===== src/rtl/mux_route_pkg.sv =====
// Shared constants and state encoding for the mux route arbiter.
package mux_route_pkg;

    localparam int NREQ              = 4;
    localparam int TO_CYCLES_DEFAULT = 16;

    typedef enum logic [1:0] {
        IDLE    = 2'd0,
        SETUP   = 2'd1,
        ACTIVE  = 2'd2,
        RELEASE = 2'd3
    } state_e;

endpackage


===== src/rtl/rr_priority_picker.sv =====
// Combinational rotating-priority pick: first set request scanning from ptr_i upward, modulo 4.
module rr_priority_picker
    import mux_route_pkg::*;
(
    input  logic [NREQ-1:0] req_i,
    input  logic [1:0]      ptr_i,
    output logic [NREQ-1:0] win_onehot_o,
    output logic [1:0]      win_idx_o,
    output logic            valid_o
);

    // NOTE: every always_comb output gets a default first so no path can infer a latch.
    always_comb begin
        win_idx_o = '0;
        valid_o   = 1'b0;
        for (int k = 0; k < NREQ; k++) begin
            if (!valid_o && req_i[2'(ptr_i + 2'(k))]) begin
                valid_o   = 1'b1;
                win_idx_o = 2'(ptr_i + 2'(k));
            end
        end
        win_onehot_o = valid_o ? (NREQ'(1) << win_idx_o) : '0;
    end

endmodule


===== src/rtl/mux_route_arbiter.sv =====
// Rotating-priority arbiter sequencing the shared route mux through SETUP/ACTIVE/RELEASE.
// Optional ACTIVE watchdog enabled by defining MUX_ROUTE_TIMEOUT_EN.
module mux_route_arbiter
    import mux_route_pkg::*;
#(
    parameter int SIZE = 5
`ifdef MUX_ROUTE_TIMEOUT_EN
    ,
    parameter int TO_CYCLES = TO_CYCLES_DEFAULT
`endif
) (
    input  logic                 clk,
    input  logic                 rst_n,
    input  logic [NREQ-1:0]      req,
    input  logic [NREQ*SIZE-1:0] req_code,
    input  logic                 done,
    output logic [NREQ-1:0]      grant,
    output logic [SIZE-1:0]      mux_res,
    output logic                 mux_en,
    output logic                 busy,
    output logic                 timeout
);

    state_e          state_q, state_d;
    logic [NREQ-1:0] grant_q, grant_d;
    logic [SIZE-1:0] res_q, res_d;
    logic            en_q, en_d;
    logic            busy_q, busy_d;
    logic [1:0]      ptr_q, ptr_d;
    logic [1:0]      widx_q, widx_d;
    logic            act_exit;

    logic [NREQ-1:0] pick_onehot;
    logic [1:0]      pick_idx;
    logic            pick_valid;

`ifdef MUX_ROUTE_TIMEOUT_EN
    localparam int CW = $clog2(TO_CYCLES + 1);
    logic [CW-1:0] cnt_q, cnt_d;
    logic          to_q, to_d;
`endif

    rr_priority_picker u_picker (
        .req_i        (req),
        .ptr_i        (ptr_q),
        .win_onehot_o (pick_onehot),
        .win_idx_o    (pick_idx),
        .valid_o      (pick_valid)
    );

    always_comb begin
        state_d  = state_q;
        grant_d  = grant_q;
        res_d    = res_q;
        en_d     = en_q;
        busy_d   = busy_q;
        ptr_d    = ptr_q;
        widx_d   = widx_q;
        act_exit = 1'b0;
`ifdef MUX_ROUTE_TIMEOUT_EN
        cnt_d = cnt_q;
        to_d  = 1'b0;
`endif
        case (state_q)
            IDLE: begin
                if (pick_valid) begin
                    state_d = SETUP;
                    grant_d = pick_onehot;
                    res_d   = req_code[int'(pick_idx)*SIZE +: SIZE];
                    busy_d  = 1'b1;
                    widx_d  = pick_idx;
                end
            end
            SETUP: begin
                state_d = ACTIVE;
                en_d    = 1'b1;
`ifdef MUX_ROUTE_TIMEOUT_EN
                cnt_d = '0;
`endif
            end
            ACTIVE: begin
                // Completion and requester abort both outrank the watchdog.
                act_exit = done || !req[widx_q];
`ifdef MUX_ROUTE_TIMEOUT_EN
                cnt_d = cnt_q + 1'b1;
                if (!act_exit && cnt_q == CW'(TO_CYCLES - 1)) begin
                    act_exit = 1'b1;
                    to_d     = 1'b1;
                end
`endif
                if (act_exit) begin
                    state_d = RELEASE;
                    en_d    = 1'b0;
                    grant_d = '0;
                    res_d   = '0;
                    ptr_d   = widx_q + 2'd1;
                end
            end
            RELEASE: begin
                state_d = IDLE;
                busy_d  = 1'b0;
            end
            default: state_d = IDLE;
        endcase
    end

    // NOTE: sequential state uses non-blocking assignments so all flops update together.
    always_ff @(posedge clk or negedge rst_n) begin
        if (!rst_n) begin
            state_q <= IDLE;
            grant_q <= '0;
            res_q   <= '0;
            en_q    <= 1'b0;
            busy_q  <= 1'b0;
            ptr_q   <= '0;
            widx_q  <= '0;
        end else begin
            state_q <= state_d;
            grant_q <= grant_d;
            res_q   <= res_d;
            en_q    <= en_d;
            busy_q  <= busy_d;
            ptr_q   <= ptr_d;
            widx_q  <= widx_d;
        end
    end

`ifdef MUX_ROUTE_TIMEOUT_EN
    always_ff @(posedge clk or negedge rst_n) begin
        if (!rst_n) begin
            cnt_q <= '0;
            to_q  <= 1'b0;
        end else begin
            cnt_q <= cnt_d;
            to_q  <= to_d;
        end
    end
    assign timeout = to_q;
`else
    assign timeout = 1'b0;
`endif

    assign grant   = grant_q;
    assign mux_res = res_q;
    assign mux_en  = en_q;
    assign busy    = busy_q;

endmodule


===== config.mk =====
export PLATFORM = sky130hd
export DESIGN_NAME = mux_route_arbiter
export DESIGN_NICKNAME = d
export VERILOG_FILES = /design/src/rtl/mux_route_pkg.sv /design/src/rtl/rr_priority_picker.sv /design/src/rtl/mux_route_arbiter.sv
export SDC_FILE = /design/constraint.sdc
export NUM_CORES = 1
export LEC_CHECK = 0
export BUFFER_PORTS_ARGS = -buffer_cell sky130_fd_sc_hd__clkbuf_2
export CAP_MARGIN = 25
export CORE_MARGIN = 2
export CORE_UTILIZATION = 45
export DETAILED_ROUTE_END_ITERATION = 10
export HOLD_SLACK_MARGIN = 0.08
export PLACE_DENSITY = 0.81
export SKIP_LAST_GASP = 1
export SLEW_MARGIN = 25
export SYNTH_ARGS = -nofsm -noshare
export SYNTH_HDL_FRONTEND = slang
export SYNTH_SLANG_ARGS = --single-unit

===== constraint.sdc =====
create_clock -name clk -period 4.95 [get_ports clk]
set_input_delay 0.2475 -clock clk [delete_from_list [all_inputs] [get_ports clk]]
set_output_delay 0.2475 -clock clk [all_outputs]
set_load 0.1 [all_outputs]

### After elaboration in Yosys (flattened, before gate mapping)

Cells that the tools add are included.
W data, S select, Z words.

| word-level totals | value |
|---|---|
| bits in latches | 0 |
| input port bits | 27 |
| output and inout port bits | 12 |
| flip-flop bits (word level) | 17 |
| memory bits (writable) | 0 |
| memories kept | 0 |
| bits in read-only memories | 0 |
| logic and storage cells | 73 |

| cells by class | value |
|---|---|
| bitwise operators | 0 |
| shift-type cells | 2 |
| multipliers | 1 |
| div/mod/pow operators | 0 |
| multiplexer cells | 31 |
| equal/unequal tests | 5 |
| reductions and logical operators | 18 |
| order comparisons | 5 |
| $add $sub $neg | 4 |

Operator list:

| operator | number |
|---|---|
| $shiftx A20 B6 Y5 | 1 |
| $lt A2 B3 Y1 const B | 5 |
| $mux W2 | 6 |
| $mux W1 | 11 |
| $bmux W1 S2 | 5 |
| $mux W5 | 2 |
| $pmux W5 S2 | 1 |
| $reduce_and A2 Y1 | 5 |
| $mux W4 | 2 |
| $pmux W2 S4 | 1 |
| $pmux W4 S2 | 1 |
| $reduce_bool A2 Y1 | 3 |
| $mul A2 B3 Y5 const B | 1 |
| $add A2 B1 Y2 const B | 2 |
| $add A2 B2 Y2 const B | 2 |
| $eq A2 B2 Y1 const B | 2 |
| $logic_not A1 Y1 | 4 |
| $ne A2 B2 Y1 const B | 2 |
| $pmux W1 S2 | 2 |
| $shl A1 B2 Y4 const A | 1 |
| $logic_and A1 B1 Y1 | 3 |
| $reduce_and A3 Y1 | 1 |
| $eq A2 B1 Y1 const B | 1 |
| $logic_not A2 Y1 | 1 |
| $logic_or A1 B1 Y1 | 1 |

### Logic depth before layout (Yosys ltp)

| logic depth | value |
|---|---|
| depth in word-level cells | 16 |
| gate-level depth with buffers | 6 |
| depth with buffers taken out | 6 |

### Cells and area by module

Synthesis repeated with hierarchy kept, for this count alone.

| unflattened totals | value |
|---|---|
| cells, all modules | 116 |
| area, all modules | 1154.9 µm² |

By module, submodules not included:

| module | sequential area each (µm²) | times used | area each (µm²) | cells an instance |
|---|---|---|---|---|
| mux_route_arbiter | 425.4 | 1 | 972.2 | 84 |
| rr_priority_picker | 0.0 | 1 | 182.7 | 32 |

### Least setup slack after synthesis

Ideal clock, no wire load.

| timing | value |
|---|---|
| path type | flip-flop to flip-flop |
| from | reg widx_q[0] |
| to | reg res_q[4] (netlist: mux_res[4]) |
| buffers on the path | 0 |
| library setup time | 0.140 ns |
| clock period less this slack | 1.678 ns |
| setup slack | 3.272 ns |
| arrival | 1.538 ns |
| data required time | 4.810 ns |
| cell stages (with the launch flop) | 6 |
| cell sequence | dfrtp_1 mux4_2 a32oi_2 o21ai_2 nand2_1 o221ai_1 |

| between the ends | value |
|---|---|
| longest elaborated chain between the ends | 6 |

RTL lines:

| element | line | source |
|---|---|---|
| from (decl) | mux_route_arbiter.sv:30 | `logic [1:0] widx_q, widx_d;` |
| from (signal assigned) | mux_route_arbiter.sv:124 | `widx_q <= widx_d;` |
| $bmux W1 S2 | mux_route_arbiter.sv:83 | `act_exit = done \|\| !req[widx_q];` |
| $mux W1 (not written as such) | mux_route_arbiter.sv:83 |  |
| $logic_not A1 Y1 | mux_route_arbiter.sv:83 |  |
| $logic_or A1 B1 Y1 | mux_route_arbiter.sv:83 |  |
| $ne A2 B2 Y1 (no source line) | -- |  |
| $reduce_and A3 Y1 (no source line) | -- |  |
| to (signal assigned) | mux_route_arbiter.sv:120 | `res_q <= res_d;` |
| to (decl) | mux_route_arbiter.sv:26 | `logic [SIZE-1:0] res_q, res_d;` |

Every way passes these cells. The select of a mux whose other input is x is not followed.
A chain may end at the register's enable or synchronous reset.

### Final worst setup path

| timing | value |
|---|---|
| from | reg ptr_q[0] |
| to | reg res_q[2] (netlist: mux_res[2]) |

| between the ends | value |
|---|---|
| longest elaborated chain between the ends | 16 |
| elaborated cells on any way between the ends | 31 |
| those cells by class | 3 x add/sub; 1 x mul; 1 x eq/ne; 1 x shift; 18 x mux; 7 x reduce/logical |

RTL lines:

| element | line | source |
|---|---|---|
| from (decl) | mux_route_arbiter.sv:29 | `logic [1:0] ptr_q, ptr_d;` |
| from (signal assigned) | mux_route_arbiter.sv:123 | `ptr_q <= ptr_d;` |
| parallel branches: the longest is 16 deep, another holds $mul A2 B3 Y5 | -- |  |

Several ways; the timed one is not identified. The select of a mux whose other input is x is not followed.

==> impl_metrics.toml <==
[sta]
worstMarginPinSlew_ps = 822
drv_slew = 0
fmax_mhz = 520
max_slew_margin_pct = 45.2
finalSetupViolations = 0
period_needed_ps = 1920
rsz0062_at_grt = "no"
clock_skew_ps = 2.64
timing.final.crit_share_pct = 38.8
finalHoldViolCount = 0
setup_tns_ps = 0
layout_setup_ws_ps = 3030

[yosys]
synth_compound_area_share_pct = 19.4
synth_common_cells = "nand2_1 (19), dfrtp_1 (17), mux2i_1 (10), o21ai_0 (9)"
synth-seq-area-share_pct = 42.9
yosysWarnings = 0
synth-seq-cells = 17
syn_nets = 134
ys.flop_type = "dfrtp_1"
synthMuxAreaShare_pct = 12.4
async_reset_ff_share_pct = 100
netlist_area_um2 = 991
yosysTopAreaCell = "dfrtp_1"
syn_inst = 103
synth_edf_count = 0
yosysMostFrequentCell = "nand2_1"
ys_types = 28
synthXorXnorAreaFrac_pct = 0.884
synth_top_family_by_area = "compound AO/OA/AOI/OAI gates"
avgSynthCellArea_um2 = 9.62
yosys.area_share.simple_pct = 14.4
synth-adder-area-share_pct = 5.05
synth.area.top_cells = "dfrtp_1 (43%), mux2i_1 (10%), nand2_1 (7.2%), ha_1 (5.1%), o21ai_0 (4.5%)"
yosys.area.top_type_share_pct = 42.9

[run]
maxCapViolCount = 0

[drt]
post_drt_wl_per_cell_um = 12.2
viasPerCell = 5.16
wirelength_mm = 2.08
vias = 878
drt-pass1-iter-count = 4
drc_errors = 0
drt_iter0_drc = 13
ant_nets = 0

[cells_and_area]
fin_nets = 175
area_growth_pct = 23.9
antenna_cells_inserted = 0
drive_gt1_share_pct = 30.8

[global_route]
grt_pass1_wl_mm = 3.53
track_usage_pct = 18.3
antenna_found_initial = 0
grt_max_degree = 18
grt_pass1_vias = 835
overflow = 0

[placement]
io_buffer_count = 37
dpl.hpwl_mm = 1.61
globalplace.congestion = 0.864
pre_cts_slack_ps = 3020

[worst_setup_path]
critPathRequiredTime_ps = 5120
critPathLaunchType = "register"
r2r-start = "ptr_q[0]"
endpoint_kind = "register"
arrival_ps = 2090
reg2reg_slack_ps = 3030
rr_worst_depth = 5
critical_path_class = "reg2reg"
path_max_fanout = 13
r2r_end = "mux_res[2]"

[clock_network]
cts_resized = 0
clockRootBuffer = "clkbuf_4"
numCtsBuffers = 3
cts_buffer_depth = 2
clk_pin_slew_ps = 100
cts_tree = "done"
clock_latency_ps = 290
clkSinkCount = 17
htree_levels = 1
cts_setup_buffers = 0

[power_and_ir_drop]
vdd_drop_max_v = 0.000447
leakagePower_uw = 0.000638
p_per_area_nw_per_um2 = 739

[floorplan]
rows = 16
start_util_pct = 49.0
fp.dieH_um = 50.9
ios = 39
core_area_um2 = 2020
die_width_um = 50.9
die-area_um2 = 2590

[worst_hold_path]
hold-path-endpoint = "mux_res[4]"
min-delay-start = "req_code[19]"
whs_path_depth = 3
hp-class = "in2reg"

[outcome]
outcome = "complete, no violations"
[what timing repair did]
action	in CTS	in global routing
setup endpoints to repair	0	0
hold buffers	1	0
hold endpoints to repair	17	0
[stage by stage]
stage               std cells  hold WS, ps  total power [uW]  cell area (um^2)  utilization (%)
CTS                       170          258               915              1230             60.7
global route              170          261               970              1230             60.7
global placement          165          205               822              1190             58.9
floorplan                 103        -48.1               734               991                -
detailed placement        165          211               839              1190             58.9
finish                    170          257               907              1230             60.7
[state kept, by name, indices dropped and copies added (netlist names)]
| register | cells |
|---|---|
| busy | 1 |
| grant | 4 |
| mux_en | 1 |
| mux_res | 5 |
| ptr_q | 2 |
| state_q | 2 |
| widx_q | 2 |
[critical path: stages (launching register included)]
cell and delay (ps):
dfrtp_1 430, nor2b_1 190, a21oi_1 100, o221ai_2 670, mux2i_1 270, o221ai_1 140
[area by class of cell]
cell class	instances	area [um^2]
fillers	174	795
multi-input cells	77	520
flip-flops and latches	17	425
repair buffers	38	195
well taps	27	33.8
clock buffers	4	26.3
inverters	7	26.3
[cell families after synthesis]
| group | Yosys count |
|---|---|
| mux | 11 |
| compound gates | 27 |
| other cells | 1 |
| buf+inv | 9 |
| xor+xnor | 1 |
| flops | 17 |
| simple gates | 33 |
| fa+ha+maj | 4 |
[how the worst max path moves through the flow]
stage,cells past startpoint,from,endpoint
after detailed placement,5,ptr_q[0],mux_res[2]
after global placement,5,ptr_q[0],mux_res[3]
after global routing,5,ptr_q[0],mux_res[3]
final,5,ptr_q[0],mux_res[2]
after CTS,5,ptr_q[0],mux_res[2]
after floorplan,5,widx_q[0],mux_res[4]
[cells in the final DEF, fill, tap and decap left out]
| cell | n |
|---|---|
| nor2b_1 | 3 |
| o22ai_1 | 1 |
| nand2_1 | 19 |
| mux2i_1 | 10 |
| o211ai_1 | 2 |
| o221ai_2 | 1 |
| conb_1 | 1 |
| inv_1 | 7 |
| and2_1 | 1 |
| o21ai_2 | 1 |
| clkbuf_4 | 3 |
| xnor2_1 | 1 |
| nor4_1 | 1 |
| a21oi_1 | 3 |
| mux4_2 | 1 |
| nand2b_1 | 1 |
| o21ai_1 | 1 |
| ha_1 | 4 |
| a32oi_2 | 1 |
| or4_1 | 1 |
| dfrtp_1 | 17 |
| dlygate4sd3_1 | 1 |
| a21o_1 | 1 |
| a21boi_0 | 1 |
| a211oi_1 | 1 |
| clkbuf_1 | 1 |
| clkbuf_2 | 37 |
| o21ai_0 | 9 |
| nor2_1 | 7 |
| o221ai_1 | 5 |
[report_power, final]
group | switching [uW] | internal (uW)
combinational | 439 | 144
clock | 43.1 | 31.4
sequential | 48.4 | 201
total | 531 | 377
[metal layers]
| layer | GRT usage (%) | up-vias | share of wire (%) |
|---|---|---|---|
| met2 | 29.2 | 41 | 44 |
| met5 | 0 | - | 0 |
| met3 | 4.39 | 5 | 7.9 |
| li1 | - | 440 | - |
| met1 | 23.9 | 392 | 46 |
| met4 | 6.76 | 0 | 1.5 |
Note: power is estimated with default switching activity, not from simulation.
